<file path="src/rtl/ctrl_pkg.sv">
// Shared encodings for the multi-cycle MIPS control unit: FSM states,
// opcode/funct values, datapath mux selects and decoded instruction classes.
package ctrl_pkg;

  typedef enum logic [2:0] {
    S_FETCH  = 3'd0,
    S_DECODE = 3'd1,
    S_EXEC   = 3'd2,
    S_MEM    = 3'd3,
    S_WB     = 3'd4,
    S_HALTED = 3'd5
  } state_t;

  localparam logic [5:0] OP_RTYPE = 6'b000000;
  localparam logic [5:0] OP_J     = 6'b000010;
  localparam logic [5:0] OP_JAL   = 6'b000011;
  localparam logic [5:0] OP_BEQ   = 6'b000100;
  localparam logic [5:0] OP_BNE   = 6'b000101;
  localparam logic [5:0] OP_ADDIU = 6'b001001;
  localparam logic [5:0] OP_LW    = 6'b100011;
  localparam logic [5:0] OP_SW    = 6'b101011;
  localparam logic [5:0] OP_HALT  = 6'b111111;

  localparam logic [5:0] FN_JR    = 6'b001000;
  localparam logic [5:0] FN_ADDU  = 6'b100001;
  localparam logic [5:0] FN_SUBU  = 6'b100011;
  localparam logic [5:0] FN_AND   = 6'b100100;
  localparam logic [5:0] FN_OR    = 6'b100101;
  localparam logic [5:0] FN_XOR   = 6'b100110;
  localparam logic [5:0] FN_SLT   = 6'b101010;
  localparam logic [5:0] FN_SLTU  = 6'b101011;

  localparam logic [1:0] PC_PLUS4   = 2'd0;
  localparam logic [1:0] PC_RS      = 2'd1;
  localparam logic [1:0] PC_TARGET  = 2'd2;
  localparam logic [1:0] PC_LATCHED = 2'd3;

  localparam logic [1:0] REG_RT  = 2'd0;
  localparam logic [1:0] REG_RD  = 2'd1;
  localparam logic [1:0] REG_R31 = 2'd2;

  localparam logic [1:0] WB_ALU  = 2'd0;
  localparam logic [1:0] WB_MEM  = 2'd1;
  localparam logic [1:0] WB_LINK = 2'd2;

  typedef enum logic [3:0] {
    CL_NOP, CL_RALU, CL_ADDIU, CL_LW, CL_SW,
    CL_JR, CL_BEQ, CL_BNE, CL_J, CL_JAL, CL_HALT
  } iclass_t;

endpackage

</file>
<file path="src/rtl/ctrl_decode.sv">
// Combinational instruction classifier: opcode/funct to instruction class,
// plus a flag that is low for any opcode or R-type funct the core does not support.
module ctrl_decode
  import ctrl_pkg::*;
(
  input  logic [5:0] opcode,
  input  logic [5:0] funct,
  output iclass_t    iclass,
  output logic       legal
);

  always_comb begin
    iclass = CL_NOP;
    legal  = 1'b1;
    case (opcode)
      OP_RTYPE: begin
        case (funct)
          FN_ADDU, FN_SUBU, FN_AND, FN_OR,
          FN_XOR, FN_SLT, FN_SLTU: iclass = CL_RALU;
          FN_JR:                   iclass = CL_JR;
          default:                 legal  = 1'b0;
        endcase
      end
      OP_ADDIU: iclass = CL_ADDIU;
      OP_LW:    iclass = CL_LW;
      OP_SW:    iclass = CL_SW;
      OP_BEQ:   iclass = CL_BEQ;
      OP_BNE:   iclass = CL_BNE;
      OP_J:     iclass = CL_J;
      OP_JAL:   iclass = CL_JAL;
      OP_HALT:  iclass = CL_HALT;
      default:  legal  = 1'b0;
    endcase
  end

endmodule

</file>
<file path="src/rtl/mips_multicycle_control.sv">
// Multi-cycle FETCH/DECODE/EXEC/MEM/WB control FSM with wait-request stalls,
// optional memory timeout and delay slot. Define CTRL_ILLEGAL_TRAP_EN to trap illegal opcodes.
module mips_multicycle_control
  import ctrl_pkg::*;
#(
  parameter int unsigned MAX_WAIT          = 16,
  parameter bit          BRANCH_DELAY_SLOT = 1'b1
) (
  input  logic       clk,
  input  logic       reset,
  input  logic [5:0] instr_opcode,
  input  logic [5:0] instr_funct,
  input  logic       mem_waitrequest,
  input  logic       alu_zero,
  output logic [2:0] state,
  output logic       ir_write,
  output logic       pc_write,
  output logic [1:0] pc_src,
  output logic       target_latch,
  output logic [1:0] reg_dst,
  output logic [1:0] mem_to_reg,
  output logic       alu_src,
  output logic       mem_read,
  output logic       mem_write,
  output logic       reg_write,
  output logic [5:0] alu_op,
  output logic       halt,
  output logic       active,
  output logic       timeout_err,
  output logic       illegal_err
);

  localparam logic [31:0] WAIT_LAST = (MAX_WAIT == 0) ? 32'd0 : MAX_WAIT - 32'd1;

  state_t      state_q, state_d;
  logic        pending_q, pending_d;
  logic        slot_q, slot_d;
  logic        timeout_q, timeout_d;
  logic [31:0] wait_q, wait_d;
  iclass_t     iclass;
  logic        legal;
  logic        redirect;
  logic        stall_expired;
`ifdef CTRL_ILLEGAL_TRAP_EN
  logic        illegal_q, illegal_d;
`endif

  ctrl_decode u_decode (
    .opcode (instr_opcode),
    .funct  (instr_funct),
    .iclass (iclass),
    .legal  (legal)
  );

  assign stall_expired = (MAX_WAIT != 0) && (wait_q == WAIT_LAST);

  // pending: a redirect target is latched; slot: its delay-slot instruction is in flight
  always_comb begin
    state_d      = state_q;
    pending_d    = pending_q;
    slot_d       = slot_q;
    wait_d       = wait_q;
    timeout_d    = timeout_q;
`ifdef CTRL_ILLEGAL_TRAP_EN
    illegal_d    = illegal_q;
`endif
    ir_write     = 1'b0;
    pc_write     = 1'b0;
    pc_src       = PC_PLUS4;
    target_latch = 1'b0;
    reg_dst      = REG_RT;
    mem_to_reg   = WB_ALU;
    alu_src      = 1'b0;
    mem_read     = 1'b0;
    mem_write    = 1'b0;
    reg_write    = 1'b0;
    redirect     = 1'b0;

    case (state_q)
      S_FETCH: begin
        mem_read = 1'b1;
        if (mem_waitrequest) begin
          wait_d = wait_q + 32'd1;
          if (stall_expired) begin
            timeout_d = 1'b1;
            pending_d = 1'b0;
            slot_d    = 1'b0;
            state_d   = S_HALTED;
          end
        end else begin
          ir_write = 1'b1;
          pc_write = 1'b1;
          wait_d   = 32'd0;
          if (pending_q && slot_q) begin
            pc_src    = PC_LATCHED;
            pending_d = 1'b0;
            slot_d    = 1'b0;
          end else if (pending_q) begin
            slot_d = 1'b1;
          end
          state_d = S_DECODE;
        end
      end
      S_DECODE: begin
        if (iclass == CL_HALT) begin
          pending_d = 1'b0;
          slot_d    = 1'b0;
          state_d   = S_HALTED;
        end else if (legal) begin
          state_d = S_EXEC;
        end else begin
`ifdef CTRL_ILLEGAL_TRAP_EN
          illegal_d = 1'b1;
          pending_d = 1'b0;
          slot_d    = 1'b0;
          state_d   = S_HALTED;
`else
          state_d   = S_FETCH;
`endif
        end
      end
      S_EXEC: begin
        state_d = S_FETCH;
        case (iclass)
          CL_RALU: begin
            reg_dst = REG_RD;
            state_d = S_WB;
          end
          CL_ADDIU: begin
            alu_src = 1'b1;
            state_d = S_WB;
          end
          CL_LW, CL_SW: begin
            alu_src = 1'b1;
            state_d = S_MEM;
          end
          CL_JR: begin
            redirect = 1'b1;
            pc_src   = PC_RS;
          end
          CL_BEQ: begin
            redirect = alu_zero;
            pc_src   = alu_zero ? PC_TARGET : PC_PLUS4;
          end
          CL_BNE: begin
            redirect = ~alu_zero;
            pc_src   = alu_zero ? PC_PLUS4 : PC_TARGET;
          end
          CL_J: begin
            redirect = 1'b1;
            pc_src   = PC_TARGET;
          end
          CL_JAL: begin
            redirect = 1'b1;
            pc_src   = PC_TARGET;
            state_d  = slot_q ? S_FETCH : S_WB;
          end
          default: state_d = S_FETCH;
        endcase
        // A redirect issued from inside a delay slot is dropped; the first target wins
        if (redirect) begin
          if (slot_q) begin
            pc_src = PC_PLUS4;
          end else if (BRANCH_DELAY_SLOT) begin
            target_latch = 1'b1;
            pending_d    = 1'b1;
          end else begin
            pc_write = 1'b1;
          end
        end
      end
      S_MEM: begin
        if (iclass == CL_SW) mem_write = 1'b1;
        else                 mem_read  = 1'b1;
        if (mem_waitrequest) begin
          wait_d = wait_q + 32'd1;
          if (stall_expired) begin
            timeout_d = 1'b1;
            pending_d = 1'b0;
            slot_d    = 1'b0;
            state_d   = S_HALTED;
          end
        end else begin
          wait_d  = 32'd0;
          state_d = (iclass == CL_SW) ? S_FETCH : S_WB;
        end
      end
      S_WB: begin
        reg_write = 1'b1;
        state_d   = S_FETCH;
        case (iclass)
          CL_RALU: reg_dst = REG_RD;
          CL_LW:   mem_to_reg = WB_MEM;
          CL_JAL: begin
            reg_dst    = REG_R31;
            mem_to_reg = WB_LINK;
          end
          default: begin
            reg_dst    = REG_RT;
            mem_to_reg = WB_ALU;
          end
        endcase
      end
      S_HALTED: state_d = S_HALTED;
      default:  state_d = S_FETCH;
    endcase

    if (reset) begin
      ir_write     = 1'b0;
      pc_write     = 1'b0;
      reg_write    = 1'b0;
      mem_write    = 1'b0;
      target_latch = 1'b0;
    end
  end

  always_ff @(posedge clk) begin
    if (reset) begin
      state_q   <= S_FETCH;
      pending_q <= 1'b0;
      slot_q    <= 1'b0;
      wait_q    <= 32'd0;
      timeout_q <= 1'b0;
`ifdef CTRL_ILLEGAL_TRAP_EN
      illegal_q <= 1'b0;
`endif
    end else begin
      state_q   <= state_d;
      pending_q <= pending_d;
      slot_q    <= slot_d;
      wait_q    <= wait_d;
      timeout_q <= timeout_d;
`ifdef CTRL_ILLEGAL_TRAP_EN
      illegal_q <= illegal_d;
`endif
    end
  end

  assign state       = state_q;
  assign alu_op      = instr_opcode;
  assign halt        = (state_q == S_HALTED);
  assign active      = (state_q != S_HALTED);
  assign timeout_err = timeout_q;
`ifdef CTRL_ILLEGAL_TRAP_EN
  assign illegal_err = illegal_q;
`else
  assign illegal_err = 1'b0;
`endif

endmodule

</file>
<file path="config.mk">
export PLATFORM = sky130hd
export DESIGN_NAME = mips_multicycle_control
export DESIGN_NICKNAME = d
export VERILOG_FILES = /design/src/rtl/ctrl_pkg.sv /design/src/rtl/ctrl_decode.sv /design/src/rtl/mips_multicycle_control.sv
export SDC_FILE = /design/constraint.sdc
export NUM_CORES = 1
export LEC_CHECK = 0
export CORE_UTILIZATION = 55
export DETAILED_ROUTE_END_ITERATION = 8
export GPL_TIMING_DRIVEN = 0
export MAX_ROUTING_LAYER = met4
export PLACE_DENSITY = 0.81
export REMOVE_ABC_BUFFERS = 1
export SLEW_MARGIN = 20
export SYNTH_ARGS = -nofsm -noshare
export SYNTH_HDL_FRONTEND = slang
export SYNTH_SLANG_ARGS = --single-unit
</file>
<file path="constraint.sdc">
create_clock -name clk -period 2.16 [get_ports clk]
set_input_delay 0.324 -clock clk [delete_from_list [all_inputs] [get_ports clk]]
set_output_delay 0.324 -clock clk [all_outputs]
set_load 0.02 [all_outputs]
</file>
## After elaboration in Yosys (flattened, before gate mapping)

Cells that the tools add are included.

| cells by class | value |
|---|---|
| $add $sub $neg | 1 |
| equal/unequal tests | 39 |
| mux-type cells | 59 |
| bitwise gates (word level) | 1 |
| reduce and logical (&&, ||, !) cells | 17 |

Operator list:

| kind | count |
|---|---|
| equality test 6 bit, second input constant | 10 |
| one-hot mux 4 bit (9 select lines) | 1 |
| adder 32 x 1 -> 32 bit, second input constant | 1 |
| equality test 32 x 4 -> 1 bit, second input constant | 1 |
| two-way mux 32 bit | 1 |
| two-way mux 1 bit | 30 |
| two-way mux 3 bit | 6 |
| equality test 4 x 3 -> 1 bit, second input constant | 4 |
| two-way mux 2 bit | 8 |
| one-hot mux 2 bit (2 select lines) | 4 |
| OR reduction 8 bit | 2 |
| one-hot mux 3 bit (5 select lines) | 1 |
| equality test 4 bit, second input constant | 3 |
| equality test 6 x 2 -> 1 bit, second input constant | 2 |
| equality test 6 x 3 -> 1 bit, second input constant | 2 |
| equality test 6 x 4 -> 1 bit, second input constant | 2 |
| one-hot mux 3 bit (3 select lines) | 1 |
| equality test 4 x 2 -> 1 bit, second input constant | 2 |
| inequality test 2 bit, second input constant | 4 |
| one-hot mux 2 bit (4 select lines) | 1 |
| OR reduction 2 bit | 4 |
| OR reduction 7 bit | 1 |
| equality test 3 x 2 -> 1 bit, second input constant | 2 |
| equality test 3 bit, second input constant | 2 |
| 18 further kinds | 22 |

| storage, ports and cells | value |
|---|---|
| register bits after elaboration | 38 |
| bits of input ports | 16 |
| output and inout bits | 26 |
| word-level logic and storage cells | 122 |

## Logic depth before layout (Yosys ltp)

Gate-level depths: netlist of run 1.

| logic depth | value |
|---|---|
| depth after elaboration | 11 |
| gate-level depth with buffers | 8 |
| depth with buffers taken out | 6 |

## Cells and area by module

Synthesis of run 1 repeated with hierarchy kept, for this count alone.

| unflattened totals | value |
|---|---|
| cell total of the unflattened synthesis | 365 |
| area total of the unflattened synthesis | 2,620.0 um^2 |

Modules (own cells, without submodules):

| module | instances | cells an instance | area an instance (um^2) | sequential area each (um^2) |
|---|---|---|---|---|
| mips_multicycle_control | 1 | 327 | 2,384.8 | 760.7 |
| ctrl_decode | 1 | 38 | 235.2 | 0.0 |

## Worst setup path after synthesis of run 1

OpenSTA, ideal clock, no wires.

| timing path | value |
|---|---|
| path kind | reg2out |
| start point | register state_q[0], in the netlist state[0] |
| end point | output port mem_to_reg[0] |
| arrival time | 1.783 ns |
| required time | 1.836 ns |
| setup slack | 0.053 ns |
| stages on the path, launching flop included | 5 |
| buffers on the path | 1 |
| path through | dfxtp_1 or2_1 buf_2 or2_2 nor4_1 |

| on the way | value |
|---|---|
| word-level cells in the longest chain between the ends | 2 |

RTL lines:

| what | RTL line | text |
|---|---|---|
| start, declared | mips_multicycle_control.sv:35 | `state_t state_q, state_d;` |
| start signal, assigned | mips_multicycle_control.sv:228 | `state_q <= state_d;` |
| equality test 3 bit | mips_multicycle_control.sv:79 | `case (state_q)` |
| two-way mux 2 bit | mips_multicycle_control.sv:79 |  |
| end, declared | mips_multicycle_control.sv:21 | `output logic [1:0] mem_to_reg,` |

Every way passes these cells.

## Worst setup path after layout of run 1

| timing path | value |
|---|---|
| start point | input port instr_opcode[3] |
| end point | output port reg_dst[0] |

| on the way | value |
|---|---|
| word-level cells in the longest chain between the ends | 5 |
| elaborated cells on any way between the ends | 15 |
| classes of those cells | eq/ne (10); mux (4); reduce/logical (1) |

RTL lines:

| what | RTL line | text |
|---|---|---|
| start, declared | mips_multicycle_control.sv:11 | `input logic [5:0] instr_opcode,` |
| equality test 6 bit (tied with other cells) | ctrl_decode.sv:15 | `case (opcode)` |
| one-hot mux 4 bit (9 select lines) (*) | ctrl_decode.sv:15 |  |
| equality test 4 bit / equality test 4 x 1 -> 1 bit (equally long branches) | mips_multicycle_control.sv:191, mips_multicycle_control.sv:124 |  |
| one-hot mux 2 bit (2 select lines) / two-way mux 1 bit (equally long branches) | mips_multicycle_control.sv:191, mips_multicycle_control.sv:124 |  |
| one-hot mux 2 bit (2 select lines) (*) | mips_multicycle_control.sv:79 |  |
| end, declared | mips_multicycle_control.sv:20 | `output logic [1:0] reg_dst,` |

Every way passes the cells marked *; elsewhere a longest branch is shown, timed or not.

==> metrics.yaml, run 1 <==
run_status: "finished clean"
power_density_nw_per_um2: 431.9
crit_path_max_fanout: 12
vias_per_cell: 6.400
syn_inst: 395
firstDrtPassIters: 5
antenna_found_initial: 0
r2r_cells: 5
syn-cell-area_um2: 2791
synth_warnings: 0
cts_buffers: 5
wl_per_cell_um: 16.09
place_ws_ns: -1.295
maxCapViolCount: 0
synth-seq-area-share: 0.2725
max_clock_freq_mhz: 475.3
hold_start: "reset"
worst_setup_path_start_kind: "primary input"
post-route-period-util: 0.9741
dpl-instance-area_um2: 3099
tritoncts: "yes"
reg2reg_from: "state[0]"
rrSetupSlack_ns: 0.14
first_global_vias: 2731
root_buffer: "clkbuf_8"
cp_data_arrival_time_ns: 1.78
gp_congestion: 0.9370
final_area_um2: 3432
p_leak_nw: 1.226
ioPinCount: 42
clkTransAtPathRegs_ns: 0.08
dp_hpwl_um: 5034
cp.required_ns: 1.84
layout.nets: 439
synth_edf_count: 0
dieWidth_um: 73.24
tightest_slew_ns: 0.7812
ys_seq_elements: 38
hold_end: "wait_q[30]"
grt_max_degree: 31
grt_overflow: 0
grt_pass1_wl_um: 12490
critPathKind: "primary input to output port"
ys_types: 54
regArea_um2: 775.7
rsz0062_at_grt: "yes"
wl_um: 7884
die_area_um2: 5364
reg2reg_to: "wait_q[13]"
worstSetupEndpointType: "output port"
ir_drop_mv: 0.3298
synthFlopType: "dfxtp_1"
area_growth_pct: 22.95
clk_latency_ns: 0.29
core_area_um2: 4817
antennaDiodeCount: 0
num_vias: 3136
syn_area_per_cell_um2: 7.067
hold_viol: 0
utilization: 0.7125
ant_nets: 0
multi_input_area_um2: 1936
slew_headroom: 0.4792
final.setup.worst_slack_ns: 0.05595
finalSetupViolCount: 0
cts_buffer_depth: 2
numPortBuffers: 40
post-route-min-period_ns: 2.104
fin_skew_ns: 0.007478
ctsHtreeMaxLevel: 2
fin_tns_setup_ns: 0
async_flop_share: 0
num_rows: 25
die_h_um: 73.24
layout-drive-gt1-share: 0.1820
grt.total_usage: 0.3033
clkSinkCount: 38
start_util: 0.5795
first_iter_violations: 324
slew_violations: 0
min_path_cells: 2
drc: 0
fillers: 405
min_path_type: "primary input to register"
-- timing repair --
action | 4_1_cts | 5_1_grt
resized for setup | 76 | 35
hold buffers | 0 | 0
endpoints found under the setup margin | 51 | 27
cloned | 1 | 0
setup buffers | 9 | 7
pin swaps | 4 | 8
-- stage by stage --
stage / cells / hold WS [ns] / power (mW)
floorplan: 357 / 0.3931 / 0.8464
global placement: 464 / 0.4690 / 0.9700
detailed placement: 465 / 0.4828 / 0.9777
CTS: 483 / 0.4242 / 1.486
global route: 490 / 0.4412 / 1.542
finish: 490 / 0.4391 / 1.482
-- registers in the layout, summed over array words and instances, names as in the netlist --
signal / cells
wait_q: 32
state: 3
pending_q: 1
slot_q: 1
timeout_err: 1
-- where the power goes --
| group | total [mW] | leakage (nW) | internal [mW] | switching, mW |
|---|---|---|---|---|
| logic | 0.265 | 0.868 | 0.0998 | 0.166 |
| registers | 0.715 | 0.310 | 0.703 | 0.0121 |
| clock network | 0.502 | 0.0482 | 0.257 | 0.244 |
-- layout by cell type (no fill, tap or decap), types with 7 or more instances in the layout --
| master | Yosys | final |
|---|---|---|
| a21oi_1 | 41 | 39 |
| a31oi_1 | 9 | 9 |
| buf_2 | 3 | 8 |
| buf_4 | 8 | 17 |
| clkdlybuf4s50_1 | 0 | 14 |
| dfxtp_1 | 38 | 32 |
| dlygate4sd2_1 | 0 | 7 |
| inv_1 | 11 | 10 |
| nand2_1 | 34 | 34 |
| nand2b_1 | 7 | 7 |
| nand3_1 | 27 | 24 |
| nand4_1 | 9 | 9 |
| nor2_1 | 32 | 28 |
| nor3_1 | 15 | 10 |
| nor4_1 | 15 | 11 |
| o21ai_0 | 29 | 28 |
| or4_1 | 8 | 7 |
-- logic make-up (layout without fill, tap and decap cells) --
logic type                 after synthesis  count (layout)  share of synthesized area
and+or+nand+nor                        187             187                     0.3693
AOI/OAI and AO/OA                      113             113                     0.2461
buffers and inverters                   49              77                    0.08606
DFF                                     38              38                     0.2725
xor gates and xnor gates                 3               3                   0.009415
muxes                                    3               3                    0.01076
adders and majority gates                1               1                   0.004482
other                                    1               1                   0.001343
-- how the worst max path moves through the flow --
stage,cells past startpoint,startpoint,to
finish,6,instr_opcode[3],reg_dst[0]
global route,6,instr_opcode[0],reg_dst[0]
CTS,6,instr_opcode[4],reg_dst[0]
detailed placement,5,mem_waitrequest,wait_q[24]
global placement,5,mem_waitrequest,wait_q[27]
floorplan,2,state[0],ir_write
-- per-layer routing --
layer | GRT usage | vias to the layer above | part of all wire
li1 | - | 1525 | -
met1 | 0.3862 | 1480 | 0.44
met2 | 0.5021 | 118 | 0.48
met3 | 0.05249 | 13 | 0.069
met4 | 0.06536 | 0 | 0.011
met5 | - | - | 0
-- worst max-delay path: stages --
cell and delay, ns:
clkdlybuf4s15_2 0.29, or2_2 0.38, o21a_1 0.18, o211ai_1 0.24, and4b_1 0.22, clkbuf_2 0.15
-- cells in the mapped netlist (all sizes together) (9+ instances only) --
library cell	instances	area (µm²)
nand2	34	127.6
nor2	32	120.1
a21oi	41	205.2
nor3	15	75.07
nand4	9	56.30
dfxtp	38	760.7
inv	11	41.29
nand3	27	135.1
o21ai	29	145.1
nor4	16	115.1
clkbuf	23	86.33
a31oi	9	56.30
buf	15	112.6
-- layout make-up --
type                    count  share of cell area
clock buffers               7             0.02515
clock inverters             1            0.001458
inverters                  11             0.01312
multi-input cells         308              0.5640
flip-flops and latches     38              0.2260
well taps                  67             0.02443
repair buffers             57              0.1444
repair inverters            1            0.001458
Power figures use the tool's default switching activity.
==> run 2: changes to the inputs <==
- CORE_MARGIN: not set -> 1
==> results of run 2 <==
No change in the layout: final DEF, timing and power equal those of run 1.
